[src/rtl/fixed_point_expand_if.sv]
// Stream, control and status bundle for fixed_point_expand.
// master = upstream/downstream environment, slave = the expander itself.
interface fixed_point_expand_if #(
  parameter int WIDTH_IN  = 8,
  parameter int WIDTH_OUT = 16,
  parameter int SHIFT_W   = 4,
  parameter int CNT_W     = 16
);
  logic                 in_valid;
  logic                 in_ready;
  logic [WIDTH_IN-1:0]  din;
  logic [SHIFT_W-1:0]   shift;
  logic                 out_valid;
  logic                 out_ready;
  logic [WIDTH_OUT-1:0] dout;
  logic                 sat_out;
  logic                 sat_flag;
  logic [CNT_W-1:0]     sat_count;
  logic                 clr;

  modport master (
    output in_valid, din, shift, out_ready, clr,
    input  in_ready, out_valid, dout, sat_out, sat_flag, sat_count
  );

  modport slave (
    input  in_valid, din, shift, out_ready, clr,
    output in_ready, out_valid, dout, sat_out, sat_flag, sat_count
  );
endinterface

[src/rtl/fixed_point_expand.sv]
// Streaming fixed-point widener: extend, shift left by a runtime amount,
// saturate to WIDTH_OUT, and register the result behind a valid/ready stage.
module fixed_point_expand #(
  parameter int WIDTH_IN  = 8,
  parameter int WIDTH_OUT = 16,
  parameter int IS_SIGNED = 1,
  parameter int SHIFT_W   = 4,
  parameter int CNT_W     = 16
) (
  input logic                clk,
  input logic                rst,
  fixed_point_expand_if.slave bus
);

  // Wide enough that no shift amount can push a bit off the top before the range check.
  localparam int EXT_W = WIDTH_OUT + (1 << SHIFT_W);

  localparam logic [WIDTH_OUT-1:0] POS_SAT  = {1'b0, {(WIDTH_OUT-1){1'b1}}};
  localparam logic [WIDTH_OUT-1:0] NEG_SAT  = {1'b1, {(WIDTH_OUT-1){1'b0}}};
  localparam logic [WIDTH_OUT-1:0] ALL_ONES = '1;

  if (WIDTH_IN <= 0 || WIDTH_OUT < WIDTH_IN) begin : g_param_check
    $error("fixed_point_expand: need WIDTH_IN > 0 and WIDTH_OUT >= WIDTH_IN");
  end

  logic                 r_out_valid;
  logic [WIDTH_OUT-1:0] r_dout;
  logic                 r_sat_out;
  logic                 r_sat_flag;
  logic [CNT_W-1:0]     r_sat_count;

  logic                 w_in_ready;
  logic                 w_accept;
  logic                 w_sign;
  logic [EXT_W-1:0]     w_ext;
  logic [EXT_W-1:0]     w_shifted;
  logic [WIDTH_OUT-1:0] w_result;
  logic                 w_sat;

  assign w_in_ready = !r_out_valid || bus.out_ready;
  assign w_accept   = bus.in_valid && w_in_ready;

  assign w_sign    = (IS_SIGNED != 0) && bus.din[WIDTH_IN-1];
  assign w_ext     = {{(EXT_W-WIDTH_IN){w_sign}}, bus.din};
  assign w_shifted = w_ext << bus.shift;

  // Range check on the full-width shifted value, then pick the clamp value.
  always_comb begin
    w_result = w_shifted[WIDTH_OUT-1:0];
    w_sat    = 1'b0;
    if (IS_SIGNED != 0) begin
      // In range only if every bit from WIDTH_OUT-1 upward matches the sign.
      if (!((w_shifted[EXT_W-1:WIDTH_OUT-1] == '0) ||
            (w_shifted[EXT_W-1:WIDTH_OUT-1] == '1))) begin
        w_sat    = 1'b1;
        w_result = w_shifted[EXT_W-1] ? NEG_SAT : POS_SAT;
      end
    end else begin
      if (w_shifted[EXT_W-1:WIDTH_OUT] != '0) begin
        w_sat    = 1'b1;
        w_result = ALL_ONES;
      end
    end
  end

  // Output pipeline register: load on accept, drain on ready, otherwise hold.
  always_ff @(posedge clk or posedge rst) begin
    if (rst) begin
      r_out_valid <= 1'b0;
      r_dout      <= '0;
      r_sat_out   <= 1'b0;
    end else if (w_accept) begin
      r_out_valid <= 1'b1;
      r_dout      <= w_result;
      r_sat_out   <= w_sat;
    end else if (bus.out_ready) begin
      r_out_valid <= 1'b0;
    end
  end

  // Sticky saturation flag and clamped event counter; clear has priority.
  always_ff @(posedge clk or posedge rst) begin
    if (rst) begin
      r_sat_flag  <= 1'b0;
      r_sat_count <= '0;
    end else if (bus.clr) begin
      r_sat_flag  <= 1'b0;
      r_sat_count <= '0;
    end else if (w_accept && w_sat) begin
      r_sat_flag <= 1'b1;
      if (r_sat_count != '1) begin
        r_sat_count <= r_sat_count + CNT_W'(1);
      end
    end
  end

  assign bus.in_ready  = w_in_ready;
  assign bus.out_valid = r_out_valid;
  assign bus.dout      = r_dout;
  assign bus.sat_out   = r_sat_out;
  assign bus.sat_flag  = r_sat_flag;
  assign bus.sat_count = r_sat_count;

endmodule

[src/flat_wrapper.sv]
// flat-port wrapper written by rule: the top's interface ports become plain ports
module fixed_point_expand_flat 
#(
  parameter int WIDTH_IN  = 8,
  parameter int WIDTH_OUT = 16,
  parameter int IS_SIGNED = 1,
  parameter int SHIFT_W   = 4,
  parameter int CNT_W     = 16
)
  (clk, rst, bus_in_valid, bus_din, bus_shift, bus_out_ready, bus_clr, bus_in_ready, bus_out_valid, bus_dout, bus_sat_out, bus_sat_flag, bus_sat_count);
  fixed_point_expand_if #(.WIDTH_IN(WIDTH_IN), .WIDTH_OUT(WIDTH_OUT), .SHIFT_W(SHIFT_W), .CNT_W(CNT_W)) bus_i ();
  input logic clk;
  input logic rst;
  input wire logic [$bits(bus_i.in_valid)-1:0] bus_in_valid;
  input wire logic [$bits(bus_i.din)-1:0] bus_din;
  input wire logic [$bits(bus_i.shift)-1:0] bus_shift;
  input wire logic [$bits(bus_i.out_ready)-1:0] bus_out_ready;
  input wire logic [$bits(bus_i.clr)-1:0] bus_clr;
  output wire logic [$bits(bus_i.in_ready)-1:0] bus_in_ready;
  output wire logic [$bits(bus_i.out_valid)-1:0] bus_out_valid;
  output wire logic [$bits(bus_i.dout)-1:0] bus_dout;
  output wire logic [$bits(bus_i.sat_out)-1:0] bus_sat_out;
  output wire logic [$bits(bus_i.sat_flag)-1:0] bus_sat_flag;
  output wire logic [$bits(bus_i.sat_count)-1:0] bus_sat_count;
  assign bus_i.in_valid = bus_in_valid;
  assign bus_i.din = bus_din;
  assign bus_i.shift = bus_shift;
  assign bus_i.out_ready = bus_out_ready;
  assign bus_i.clr = bus_clr;
  assign bus_in_ready = bus_i.in_ready;
  assign bus_out_valid = bus_i.out_valid;
  assign bus_dout = bus_i.dout;
  assign bus_sat_out = bus_i.sat_out;
  assign bus_sat_flag = bus_i.sat_flag;
  assign bus_sat_count = bus_i.sat_count;
  fixed_point_expand #(.WIDTH_IN(WIDTH_IN), .WIDTH_OUT(WIDTH_OUT), .IS_SIGNED(IS_SIGNED), .SHIFT_W(SHIFT_W), .CNT_W(CNT_W)) u_core (.clk(clk), .rst(rst), .bus(bus_i));
endmodule
[config.mk]
export PLATFORM = sky130hd
export DESIGN_NAME = fixed_point_expand_flat
export DESIGN_NICKNAME = d
export VERILOG_FILES = /design/src/rtl/fixed_point_expand_if.sv /design/src/rtl/fixed_point_expand.sv /design/src/flat_wrapper.sv
export SDC_FILE = /design/constraint.sdc
export NUM_CORES = 1
export LEC_CHECK = 0
export CAP_MARGIN = 20
export CORE_UTILIZATION = 51
export DETAILED_ROUTE_END_ITERATION = 8
export MAX_ROUTING_LAYER = met4
export PLACE_DENSITY_LB_ADDON = 0.08
export SYNTH_ARGS = -nofsm -noshare
export SYNTH_HDL_FRONTEND = slang
export SYNTH_SLANG_ARGS = --single-unit
export TNS_END_PERCENT = 50
[constraint.sdc]
create_clock -name clk -period 3 [get_ports clk]
set_input_delay 0.6 -clock clk [delete_from_list [all_inputs] [get_ports clk]]
set_output_delay 0.6 -clock clk [all_outputs]
set_load 0.03 [all_outputs]
==> flow_metrics.tcl <==
set metrics [dict create \
    worst_path_dominant_cell_family "multiplexers" \
    grt_pass1_vias 2296 \
    detailroute.via_count 2494 \
    post_drt_wl_per_cell_um 15.6 \
    total_of_cells_resized_after_clock_tree_synthesis 0 \
    dpl-instance-area_um2 3160 \
    area_growth_syn_to_layout_pct 38.1 \
    drt_iter0_markers 154 \
    cp_cell_sequence "clkdlybuf4s50_1 -> buf_4 -> mux2i_1 -> mux2_2 -> a21o_1 -> a41o_1 -> a31o_4 -> nor4_1 -> mux2_2" \
    floorplan.die.height_um 70.1 \
    synth_top_area_share_pct 37.0 \
    drive_above_1_share_pct 16.5 \
    r2r.worst_path.cells 8 \
    detail_route.first_pass.iterations 4 \
    synth_enable_flop_cells 0 \
    grt_max_degree 36 \
    min-delay-start "u_core.bus.dout[8]" \
    antenna_cells_inserted 0 \
    synth.lib_cells_used.distinct 54 \
    synth_cells 275 \
    critical_path.max_fanout 13 \
    min_delay_worst_endpoint "u_core.bus.dout[8]" \
    drt_drc_violations_left 0 \
    design.portCount 53 \
    clock-skew-final_ps 4.51 \
    critical_path_class "in2reg" \
    required_ps 3170 \
    core_region_area_um2 4410 \
    cts.hold.buffers_added 0 \
    ctsHtreeMaxLevel 2 \
    drt-total-wl_um 6380 \
    worst_path_most_repeated_cell "sky130_fd_sc_hd__mux2_2" \
    startpoint_type "input pin" \
    leakage_nw 1.36 \
    r2r-end "u_core.bus.sat_count[15]" \
    finalInstanceArea_um2 3270 \
    dieArea_um2 4910 \
    final-hold-violation-count 0 \
    floorplan.initialDensity_pct 53.6 \
    finish.utilization_pct 74.0 \
    ys_ff_latch 35 \
    n_fill_cell 343 \
    async_flop_share_pct 100 \
    cp_num_buf_inv 2 \
    cts.clk_slew.worst_paths_ps 70 \
    io_buffers 52 \
    synth.largest_area_cell "sky130_fd_sc_hd__dfrtp_1" \
    synth_ff_type "sky130_fd_sc_hd__dfrtp_1" \
    cts.sinks 35 \
    status "finished, final reports clean" \
    route.detailed.vias_per_inst 6.08 \
    timing.rr.start "u_core.bus.sat_count[6]" \
    timing.critical_path.to_type "flop" \
    synthesis.area_um2 2360 \
    ys_seq_area_share_pct 37.0 \
    antenna_left 0 \
    finalNetCount 376 \
    peak_supply_drop_v 0.000305 \
    max_slew_margin_pct 66.2 \
    number_of_failing_setup_endpoints_in_the_final_timing_report 0 \
    fmax_mhz 346 \
    cts.root.buffer_cell "sky130_fd_sc_hd__clkbuf_8" \
    drv.max_cap_violation_count 0 \
    unrepaired_setup_endpoints_after_global_routing "false" \
    clk_latency_ps 280 \
    tritoncts "done" \
    worstPathArrival_ps 3060 \
    min_delay_worst_type "reg2reg" \
    cts_post_setup_buffers_inserted 0 \
    cts-root-to-sink-buffers 2 \
    dp_hpwl_um 4620 \
    gr-usage-all-layers_pct 26.6 \
    synth_warnings 0 \
    grt.overflow.total 0 \
    critical_path.max_stage_delay_ps 470 \
    tns_setup_ps 0 \
    number_of_cts_inserted_buffers 5 \
    mostFrequentLayoutCells "sky130_fd_sc_hd__clkdlybuf4s50_1 (52), sky130_fd_sc_hd__buf_4 (42), sky130_fd_sc_hd__dfrtp_1 (35)" \
    layout.cells.most_common "sky130_fd_sc_hd__clkdlybuf4s50_1" \
    period_share_pct 96.3 \
    gp_routability_congestion 0.911 \
    min_period_ps 2890 \
    final-max-slew-violation-count 0 \
    preCtsSetupSlack_ps -140 \
    critPathSlowestCell "sky130_fd_sc_hd__clkdlybuf4s50_1" \
    global_route_wire_length_before_repair_um 10400 \
    power.density_nw_per_um2 425 \
    worst_tran_pin_value_ps 507 \
    width_of_the_die_um 70.1 \
    num_rows 24 \
    synth_area_per_cell_um2 8.60 \
    timing.final.ws_setup_ps 112 \
    antenna_found_initial 0 \
    ys_top_cells_by_area "sky130_fd_sc_hd__dfrtp_1 (37%), sky130_fd_sc_hd__mux2i_1 (4.7%), sky130_fd_sc_hd__a21oi_1 (4.2%)" \
    rrSetupSlack_ps 640 \
    worst_hold_path.num_cells 2 \
    final_total_power_w 0.00139 \
    syn_nets 293 \
]
## Yosys cell counts, types with 2 or more instances
| master | number |
|---|---|
| sky130_fd_sc_hd__dfrtp_1 | 35 |
| sky130_fd_sc_hd__nand2_1 | 25 |
| sky130_fd_sc_hd__nor2_1 | 22 |
| sky130_fd_sc_hd__a21oi_1 | 20 |
| sky130_fd_sc_hd__o21ai_0 | 13 |
| sky130_fd_sc_hd__a31oi_1 | 11 |
| sky130_fd_sc_hd__clkbuf_1 | 11 |
| sky130_fd_sc_hd__mux2i_1 | 11 |
| sky130_fd_sc_hd__nand3_1 | 11 |
| sky130_fd_sc_hd__nand2b_1 | 10 |
| sky130_fd_sc_hd__inv_1 | 8 |
| sky130_fd_sc_hd__or4_1 | 7 |
| sky130_fd_sc_hd__o211ai_1 | 6 |
| sky130_fd_sc_hd__o21a_1 | 6 |
| sky130_fd_sc_hd__o31ai_1 | 6 |
| sky130_fd_sc_hd__or3_1 | 6 |
| sky130_fd_sc_hd__a211oi_1 | 5 |
| sky130_fd_sc_hd__and3_1 | 5 |
| sky130_fd_sc_hd__buf_2 | 4 |
| sky130_fd_sc_hd__mux2_2 | 4 |
| sky130_fd_sc_hd__nand4_1 | 4 |
| sky130_fd_sc_hd__o22ai_1 | 4 |
| sky130_fd_sc_hd__and2_1 | 3 |
| sky130_fd_sc_hd__buf_6 | 3 |
| sky130_fd_sc_hd__nor2b_1 | 3 |
| sky130_fd_sc_hd__a21o_1 | 2 |
| sky130_fd_sc_hd__a311oi_1 | 2 |
| sky130_fd_sc_hd__o21bai_1 | 2 |
## worst register-to-register path: cells and delay by family, from the launching register on
kind / cells / cell delay [ps]
buf+inv: 1 / 170
flops: 1 / 430
compound gates: 1 / 140
simple gates: 6 / 1540
## routing by layer
metal / share of wire, % / GRT usage, % / vias to the layer above
met5: 0 / - / -
met4: 1.8 / 9.11 / 0
met3: 5.1 / 3.32 / 15
met2: 51 / 44.8 / 95
met1: 42 / 33.1 / 1191
li1: - / - / 1193
## cell type report
type | count | area [µm²] | share of cell area [%]
multi-input combinational | 213 | 1350 | 41.4
tap | 52 | 65.1 | 1.99
clock inverter | 1 | 30.0 | 0.919
inverter | 9 | 33.8 | 1.03
timing repair buffer | 94 | 836 | 25.6
clock buffer | 6 | 72.6 | 2.22
sequential | 35 | 876 | 26.8
## power breakdown
group,internal [W],switching [W]
Sequential,0.000512,0.0000231
Clock,0.000244,0.000168
Combinational,0.000199,0.000242
Total,0.000955,0.000433
## sequential cells by signal, indices dropped and copies added, names as in the netlist
signal and cells:
u_core.bus.dout 16, u_core.bus.out_valid 1, u_core.bus.sat_count 16, u_core.bus.sat_flag 1, u_core.bus.sat_out 1
## per-stage QoR
stage	cells	hold slack, ps
finish	410	488
global route	410	511
CTS	409	490
detailed placement	402	474
global placement	402	464
floorplan	275	651
## how the worst max path moves through the flow
stage	from	end	slack, ps	cells after the start
finish	bus_shift[1]	u_core.bus.sat_count[10]	110	9
CTS	bus_shift[0]	u_core.bus.sat_count[0]	140	10
global placement	bus_shift[0]	u_core.bus.sat_count[0]	-90	10
detailed placement	bus_shift[0]	u_core.bus.sat_count[0]	-140	10
floorplan	bus_shift[1]	u_core.bus.sat_count[8]	440	11
global route	bus_shift[0]	u_core.bus.sat_count[4]	6	9
## cells by family (layout without fill, tap and decap cells)
| group | Yosys count | count (layout) | synth area share (%) |
|---|---|---|---|
| buf+inv | 28 | 110 | 6.08 |
| flops | 35 | 35 | 37.0 |
| xor+xnor | 1 | 1 | 0.370 |
| compound gates | 89 | 90 | 25.3 |
| mux | 16 | 16 | 7.51 |
| simple gates | 105 | 105 | 23.2 |
| fa+ha+maj | 1 | 1 | 0.529 |
(Power assumes the default switching activity.)
